### src/rtl/core_pkg.sv
// Shared types and defaults for the pipeline stall controller and its wait-state timers.
// Holds the timer state enum, default region limits/wait counts and the counter-width helper.
package core_pkg;

  typedef enum logic {
    WT_IDLE = 1'b0,
    WT_WAIT = 1'b1
  } wt_state_t;

  localparam logic [15:0] DEF_PM_FAST_LIMIT = 16'h1000;
  localparam logic [15:0] DEF_DM_FAST_LIMIT = 16'h1000;
  localparam int          DEF_PM_WAIT       = 2;
  localparam int          DEF_DM_RD_WAIT    = 2;
  localparam int          DEF_DM_WR_WAIT    = 1;

  // Wide enough to hold the largest wait count; never narrower than one bit.
  function automatic int wait_cnt_width(input int a, input int b, input int c);
    int m;
    int w;
    m = a;
    if (b > m) m = b;
    if (c > m) m = c;
    w = $clog2(m + 1);
    return (w < 1) ? 1 : w;
  endfunction

endpackage

### src/rtl/wait_state_timer.sv
// Per-channel wait-state timer: fast accesses are ready in the same cycle, slow ones after wait_val cycles.
// Latency 0 (fast) or wait_val cycles (slow); a dropped request aborts the wait without issuing rdy.
module wait_state_timer
  import core_pkg::*;
#(
  parameter int             AW    = 16,
  parameter logic [AW-1:0]  LIMIT = AW'(16'h1000),
  parameter int             CW    = 2
) (
  input  logic          clk,
  input  logic          rst_n,
  input  logic          req,
  input  logic [AW-1:0] addr,
  input  logic [CW-1:0] wait_val,
  output logic          rdy,
  output logic          busy
);

  wt_state_t     state_q, state_d;
  logic [CW-1:0] cnt_q, cnt_d;
  logic          slow;
  logic          rdy_raw;

  // A zero wait count makes the whole region behave as fast.
  assign slow = (addr >= LIMIT) && (wait_val != '0);

  always_comb begin
    state_d = state_q;
    cnt_d   = cnt_q;
    rdy_raw = 1'b0;
    case (state_q)
      WT_IDLE: begin
        if (req) begin
          if (slow) begin
            state_d = WT_WAIT;
            cnt_d   = wait_val - CW'(1);
          end else begin
            rdy_raw = 1'b1;
          end
        end
      end
      WT_WAIT: begin
        // Address and wait value are deliberately not re-examined while waiting.
        if (!req) begin
          state_d = WT_IDLE;
          cnt_d   = '0;
        end else if (cnt_q == '0) begin
          rdy_raw = 1'b1;
          state_d = WT_IDLE;
        end else begin
          cnt_d = cnt_q - CW'(1);
        end
      end
      default: begin
        state_d = WT_IDLE;
        cnt_d   = '0;
      end
    endcase
  end

  always_ff @(posedge clk or negedge rst_n) begin
    if (!rst_n) begin
      state_q <= WT_IDLE;
      cnt_q   <= '0;
    end else begin
      state_q <= state_d;
      cnt_q   <= cnt_d;
    end
  end

  assign rdy  = rdy_raw & rst_n;
  assign busy = (state_q == WT_WAIT);

endmodule

### src/rtl/pipe_stall_ctrl.sv
// Pipeline stall controller: per-stage advance enables and bubble flags from PM/DM wait-state timers.
// Latency 0 on the fast path, W cycles on slow regions; run=0 freezes all stages while timers keep counting.
// Optional STALL_PERF_EN adds saturating 32-bit per-channel stall counters.
module pipe_stall_ctrl
  import core_pkg::*;
#(
  parameter int            NSTAGE        = 4,
  parameter int            MEM_STAGE     = 2,
  parameter int            AW            = 16,
  parameter logic [AW-1:0] PM_FAST_LIMIT = AW'(DEF_PM_FAST_LIMIT),
  parameter logic [AW-1:0] DM_FAST_LIMIT = AW'(DEF_DM_FAST_LIMIT),
  parameter int            PM_WAIT       = DEF_PM_WAIT,
  parameter int            DM_RD_WAIT    = DEF_DM_RD_WAIT,
  parameter int            DM_WR_WAIT    = DEF_DM_WR_WAIT
) (
  input  logic              clk,
  input  logic              rst_n,
  input  logic              run,
  input  logic              pm_req,
  input  logic [AW-1:0]     pm_add,
  input  logic              dm_req,
  input  logic [AW-1:0]     dm_add,
  input  logic              rwb,
  output logic              pm_rdy,
  output logic              dm_rdy,
  output logic [NSTAGE-1:0] stage_en,
  output logic [NSTAGE-1:0] bubble,
  output logic              busy
`ifdef STALL_PERF_EN
  ,
  output logic [31:0]       pm_stall_cnt,
  output logic [31:0]       dm_stall_cnt
`endif
);

  localparam int CW = wait_cnt_width(PM_WAIT, DM_RD_WAIT, DM_WR_WAIT);

  logic [CW-1:0] pm_wait_val;
  logic [CW-1:0] dm_wait_val;
  logic          pm_busy, dm_busy;
  logic          pm_stall, dm_stall;

  assign pm_wait_val = CW'(PM_WAIT);
  // The timer only latches this on IDLE->WAIT, so rwb is effectively sampled there.
  assign dm_wait_val = rwb ? CW'(DM_RD_WAIT) : CW'(DM_WR_WAIT);

  wait_state_timer #(
    .AW    (AW),
    .LIMIT (PM_FAST_LIMIT),
    .CW    (CW)
  ) u_pm_timer (
    .clk      (clk),
    .rst_n    (rst_n),
    .req      (pm_req),
    .addr     (pm_add),
    .wait_val (pm_wait_val),
    .rdy      (pm_rdy),
    .busy     (pm_busy)
  );

  wait_state_timer #(
    .AW    (AW),
    .LIMIT (DM_FAST_LIMIT),
    .CW    (CW)
  ) u_dm_timer (
    .clk      (clk),
    .rst_n    (rst_n),
    .req      (dm_req),
    .addr     (dm_add),
    .wait_val (dm_wait_val),
    .rdy      (dm_rdy),
    .busy     (dm_busy)
  );

  assign pm_stall = pm_req & ~pm_rdy;
  assign dm_stall = dm_req & ~dm_rdy;
  assign busy     = pm_busy | dm_busy;

  // Fetch freezes on a PM stall; a DM stall freezes fetch through the memory stage.
  always_comb begin
    stage_en = '0;
    bubble   = '0;
    for (int i = 0; i < NSTAGE; i++) begin
      stage_en[i] = run & rst_n;
      if ((i == 0) && pm_stall) stage_en[i] = 1'b0;
      if ((i <= MEM_STAGE) && dm_stall) stage_en[i] = 1'b0;
    end
    for (int i = 1; i < NSTAGE; i++) begin
      bubble[i] = stage_en[i] & ~stage_en[i-1];
    end
  end

`ifdef STALL_PERF_EN
  logic [31:0] pm_stall_cnt_q, pm_stall_cnt_d;
  logic [31:0] dm_stall_cnt_q, dm_stall_cnt_d;

  always_comb begin
    pm_stall_cnt_d = pm_stall_cnt_q;
    dm_stall_cnt_d = dm_stall_cnt_q;
    if (pm_stall && (pm_stall_cnt_q != '1)) pm_stall_cnt_d = pm_stall_cnt_q + 32'd1;
    if (dm_stall && (dm_stall_cnt_q != '1)) dm_stall_cnt_d = dm_stall_cnt_q + 32'd1;
  end

  always_ff @(posedge clk or negedge rst_n) begin
    if (!rst_n) begin
      pm_stall_cnt_q <= '0;
      dm_stall_cnt_q <= '0;
    end else begin
      pm_stall_cnt_q <= pm_stall_cnt_d;
      dm_stall_cnt_q <= dm_stall_cnt_d;
    end
  end

  assign pm_stall_cnt = pm_stall_cnt_q;
  assign dm_stall_cnt = dm_stall_cnt_q;
`endif

endmodule

### config.mk
export PLATFORM = sky130hd
export DESIGN_NAME = pipe_stall_ctrl
export DESIGN_NICKNAME = d
export VERILOG_FILES = /design/src/rtl/core_pkg.sv /design/src/rtl/wait_state_timer.sv /design/src/rtl/pipe_stall_ctrl.sv
export SDC_FILE = /design/constraint.sdc
export NUM_CORES = 1
export LEC_CHECK = 0
export CORE_UTILIZATION = 27
export DETAILED_ROUTE_END_ITERATION = 8
export GPL_ROUTABILITY_DRIVEN = 0
export PLACE_DENSITY = 0.85
export RECOVER_POWER = 25
export SYNTH_ARGS = -nofsm -noshare
export SYNTH_HDL_FRONTEND = slang
export SYNTH_SLANG_ARGS = --single-unit
export TNS_END_PERCENT = 1
### constraint.sdc
create_clock -name clk -period 1.8 [get_ports clk]
set_input_delay 0.36 -clock clk [delete_from_list [all_inputs] [get_ports clk]]
set_output_delay 0.36 -clock clk [all_outputs]
set_load 0.05 [all_outputs]
==> metrics.cfg, run 1 <==
[timing]
hold_viol = 0
finalCritPeriodShare_pct = 104.9
drv_slew = 0
timing.hold.ws_ps = 206.6
rsz0062_at_grt = true
finalSetupTns_ps = -261.4
period_minus_slack_ps = 1889
setup_viol = 5
postLayoutSetupSlackWorst_ps = -88.83
skew_ps = 4.575
clock.fmax_mhz = 529.4

[routing]
postRouteAntennaNets = 0
first_pass_iters = 4
drt_wl_total_um = 1608
remaining_drc_errors = 0
num_vias = 541
first_iter_violations = 15
viasPerCell = 5.152
post_drt_wl_per_cell_um = 15.31

[power_and_ir_drop]
p_leak_nw = 0.4267
clock_power_share_pct = 14.7
pwr-share-comb_pct = 61.5
p_per_area_nw_per_um2 = 916.4
swShare_pct = 42.92
power_switching_mw = 0.3750
p_int_mw = 0.4987
seqPwrFrac_pct = 23.8
vdd_ir_drop_max_mv = 0.6035

[run]
maxCapViolCount = 0

[hold_path]
hp-class = input port to asynchronous set/reset pin

[cts]
cts_hold_buffers = 0
cts_tree = yes
cts-root-buf = clkbuf_4
cts_made_buffers = 3
clockBufferDepth = 2
htree_levels = 1
clkLatencyLatePin_ps = 250
clkTransAtPathRegs_ps = 50
clock_sinks = 6

[worst_setup_path]
arrival_ps = 1530
startpoint_type = input port
slowest_delay_ps = 560
cp_top_family = simple AND/OR/NAND/NOR gates
slowest_stage = or4_4
critical_path.max_fanout = 3
cp_num_buf_inv = 2
path_class = input port to output port
end_kind = output port
required_ps = 1440
crit_chain = buf_6 -> or4_4 -> o21ai_2 -> and3_4 -> buf_12

[global_routing]
grt_max_degree = 9
grt_pass1_wl_um = 2559
grt_pass1_vias = 556
grt-ovfl-total = 0
grt_usage_pct = 19.22
antenna_found_initial = 0

[final_layout]
fin_area_um2 = 953.4
antennaDiodeCount = 0
drive_gt1_share_pct = 60.67
area_growth_pct = 112.3
fin_nets = 131
num-fill-cells = 114

[die]
io_pins = 49
start_util_pct = 29.47
fp-row-count = 14
core_um2 = 1524
die_h_um = 42.79
die_area_um2 = 1831
fp.dieW_um = 42.79

[synthesis]
synth_warnings = 0
seq_area_frac_synth_pct = 33.43
synth_area_leaders = dfrtp_1, inv_1, ha_1
synth_ff_type = dfrtp_1
postSynthCellCount = 54
synthArstFlopShare_pct = 100.0
synth_common_cells = inv_1, dfrtp_1, nand2_1
synth_seq_cells = 6
syn-cell-area_um2 = 449.2
synth_edf_count = 0
yosysMostFrequentCell = inv_1
syn_area_per_cell_um2 = 8.318
synth_top_cell_by_area = dfrtp_1
synth_top_area_share_pct = 33.43
ys_types = 25

[placement]
dp.final_hpwl_um = 1097
placed_cell_area_um2 = 864.6
numPortBuffers = 22
pre_cts_slack_ps = -460.7

[outcome]
violations = setup timing
status = complete, but fails checks

power by group through the flow:
stage / clock network (mW) / logic [mW] / registers [mW]
floorplan: 0 / 0.269 / 0.196
global placement: 0 / 0.404 / 0.201
detailed placement: 0 / 0.423 / 0.207
CTS: 0.128 / 0.493 / 0.199
global route: 0.139 / 0.578 / 0.211
finish: 0.128 / 0.537 / 0.208
cell type report:
type	count	area [um^2]	area share [%]
flip-flops and latches	6	151.4	15.88
clock buffers	3	22.52	2.362
repair buffers	34	362.8	38.06
multi-input cells	38	361.6	37.93
well taps	16	20.02	2.100
inverters	8	35.03	3.675
cells by family after synthesis:
group | count (synthesis) | synth area share, %
compound gates | 14 | 23.12
xor+xnor | 1 | 1.950
fa+ha+maj | 2 | 5.570
buf+inv | 11 | 11.70
flops | 6 | 33.43
mux | 1 | 2.229
other cells | 1 | 0.8349
simple gates | 18 | 21.17
per-layer routing:
metal / wire length [um] / part of all wire, % / track usage [%] / vias up
li1: - / - / - / 258
met1: 630 / 39 / 20.84 / 257
met2: 870 / 54 / 35.45 / 24
met3: 92 / 5.7 / 6.809 / 2
met4: 15 / 0.93 / 3.750 / 0
met5: 0 / 0 / 0 / -
through the flow:
step           std cells  power [mW]  utilization (%)
2_1_floorplan         55      0.4657                -
3_3_place_gp          98      0.6056            56.73
3_5_place_dp          98      0.6295            56.73
4_1_cts              104      0.8197            59.85
5_1_grt              105      0.9281            62.56
6_report             105      0.8737            62.56
worst paths after layout:
| kind | to | slack, ps | cells after the start | startpoint |
|---|---|---|---|---|
| worst min-delay path | u_pm_timer.cnt_q[0] | 210 | 2 | rst_n |
| worst max-delay path | pm_rdy | -90 | 5 | pm_add[13] |
| worst min register to register | u_dm_timer.cnt_q[1] | 590 | 2 | u_dm_timer.cnt_q[1] |
| min in group clk | u_pm_timer.busy | 530 | 3 | pm_add[13] |
| worst max register to register | u_dm_timer.cnt_q[0] | 530 | 5 | u_dm_timer.cnt_q[0] |
| max in group asynchronous | u_dm_timer.busy | 1450 | 2 | rst_n |
worst register-to-register path: cells and delay by family (launching register included):
family          cells  cell delay (ps)
flops               1              400
fa+ha+maj           1              180
compound gates      2              330
buf+inv             1               80
xor+xnor            1              170
repair_timing:
item	in CTS	in global routing
gates resized for setup	35	14
endpoints found under the hold margin	0	0
pin swaps	7	4
setup buffers	3	1
endpoints found under the setup margin	7	7
sequential cells by signal, summed over array words and instances (netlist names):
name / cells
u_pm_timer.cnt_q: 2
u_dm_timer.cnt_q: 2
u_pm_timer.busy: 1
u_dm_timer.busy: 1
placed cells by master, fill, tap and decap left out, types with 2 or more instances in the layout:
| cell type | count |
|---|---|
| dlygate4sd2_1 | 2 |
| and3_4 | 2 |
| a21oi_1 | 4 |
| nor2_1 | 3 |
| dfrtp_1 | 5 |
| buf_2 | 5 |
| buf_6 | 2 |
| inv_2 | 3 |
| inv_1 | 3 |
| nand2_1 | 3 |
| inv_4 | 2 |
| conb_1 | 2 |
| clkbuf_4 | 3 |
| nand2_2 | 2 |
| buf_12 | 8 |
| ha_4 | 2 |
| clkdlybuf4s50_1 | 2 |
| buf_4 | 12 |
| o22ai_1 | 2 |
(Power assumes the default switching activity.)
==> run 2, diff against run 1 <==
- HOLD_SLACK_MARGIN: default -> 0.1
- REMOVE_ABC_BUFFERS: default -> 1
==> metrics.cfg, run 2 (same netlist as run 1, synthesis figures left out) <==
[routing]
remaining_drc_errors = 0
postRouteAntennaNets = 0
post_drt_wl_per_cell_um = 15.05
num_vias = 583
viasPerCell = 5.300
first_iter_violations = 10
first_pass_iters = 4
drt_wl_total_um = 1656

[final_layout]
antennaDiodeCount = 0
final_cell_mix = buf_4, buf_12, inv_1, dfrtp_1
drive_gt1_share_pct = 58.51
num-fill-cells = 112
finish.utilization_pct = 65.02
area.sequential_um2 = 151.4
fin_nets = 136
multi_input_area_um2 = 349.1
final_common_cell = buf_4
reg_top3 = u_dm_timer.cnt_q (2), u_pm_timer.cnt_q (2)
area_growth_pct = 120.6

[timing]
finalSetupTns_ps = -321.2
setup_viol = 6
hold_viol = 0
rsz0062_at_grt = true
skew_ps = 5.669
drv_slew = 0
period_minus_slack_ps = 1881
postLayoutSetupSlackWorst_ps = -80.82
timing.hold.ws_ps = 200.0
finalCritPeriodShare_pct = 104.5
clock.fmax_mhz = 531.7

[power_and_ir_drop]
p_leak_nw = 0.4596
power.total_mw = 0.8630
p_per_area_nw_per_um2 = 870.9
vdd_ir_drop_max_mv = 0.5217

[worst_setup_path]
crit_start = pm_add[13]
worstReg2RegEnd = u_dm_timer.cnt_q[0]
r2r_start = u_dm_timer.cnt_q[0]
arrival_ps = 1520
required_ps = 1440
critical_path.max_fanout = 3
end_kind = output port
path_class = input port to output port
reg2reg_slack_ps = 530
r2r_cells = 5
startpoint_type = input port

[global_routing]
antenna_found_initial = 0
grt_max_degree = 9
grt-ovfl-total = 0
grt_usage_pct = 18.17
grt_pass1_vias = 555
grt_pass1_wl_um = 2408

[cts]
clkLatencyLatePin_ps = 250
clock_sinks = 6
cts-root-buf = clkbuf_4
clockBufferDepth = 2
cts_hold_buffers = 0
cts_made_buffers = 3
clkTransAtPathRegs_ps = 50
cts_tree = yes
htree_levels = 1

[die]
fp-row-count = 14
die_area_um2 = 1831
core_um2 = 1524
start_util_pct = 29.47
io_pins = 49
fp.dieW_um = 42.79
die_h_um = 42.79

[run]
maxCapViolCount = 0

[hold_path]
hp-class = input port to asynchronous set/reset pin

[outcome]
violations = setup timing
status = complete, but fails checks

[placement]
numPortBuffers = 22
dp.final_hpwl_um = 1077

## run 2: through the flow
stage               std cells  area (um^2)  setup slack, ps
floorplan                  52        430.4           -729.1
global placement           97        800.8           -450.4
detailed placement         97        800.8           -489.9
CTS                       109        943.4           -97.51
global route              110        991.0           -109.5
finish                    110        991.0           -80.82
## run 2: area by class of cell
| cell class | count | area share (%) |
|---|---|---|
| Timing Repair Buffer | 39 | 41.92 |
| Sequential cell | 6 | 15.28 |
| Inverter | 8 | 3.283 |
| Clock buffer | 3 | 2.273 |
| Multi-Input combinational cell | 38 | 35.23 |
| Tap cell | 16 | 2.020 |
## run 2: routing by layer
layer	up-vias	GRT usage, %	part of all wire (%)
met5	-	0	0
met4	0	16.25	6.4
met3	12	2.128	6.5
met2	34	29.70	49
met1	268	20.31	38
li1	269	-	-
## run 2: report_power, final
group	leakage, nW	internal, mW	switching [mW]
Clock	0.0138	0.0758	0.0546
Combinational	0.371	0.252	0.271
Sequential	0.0748	0.168	0.0412
Total	0.460	0.497	0.366
## run 2: worst max-delay path by stage
stage	cells after the start	end
global placement	5	stage_en[0]
detailed placement	6	bubble[1]
finish	5	stage_en[0]
floorplan	3	bubble[1]
CTS	5	stage_en[0]
global route	5	bubble[3]
## run 2: worst max-delay path, cell delays in order
cell and delay, ps:
buf_6 90, or4_4 560, o211a_4 270, nor2_4 100, buf_12 140
## run 2: timing repair
item                       CTS  global route
cloned                       0             0
hold endpoints to repair     0             0
setup endpoints to repair    7             7
gates resized for setup     47            14
buffers inserted             9             1
pin swaps                    8             4
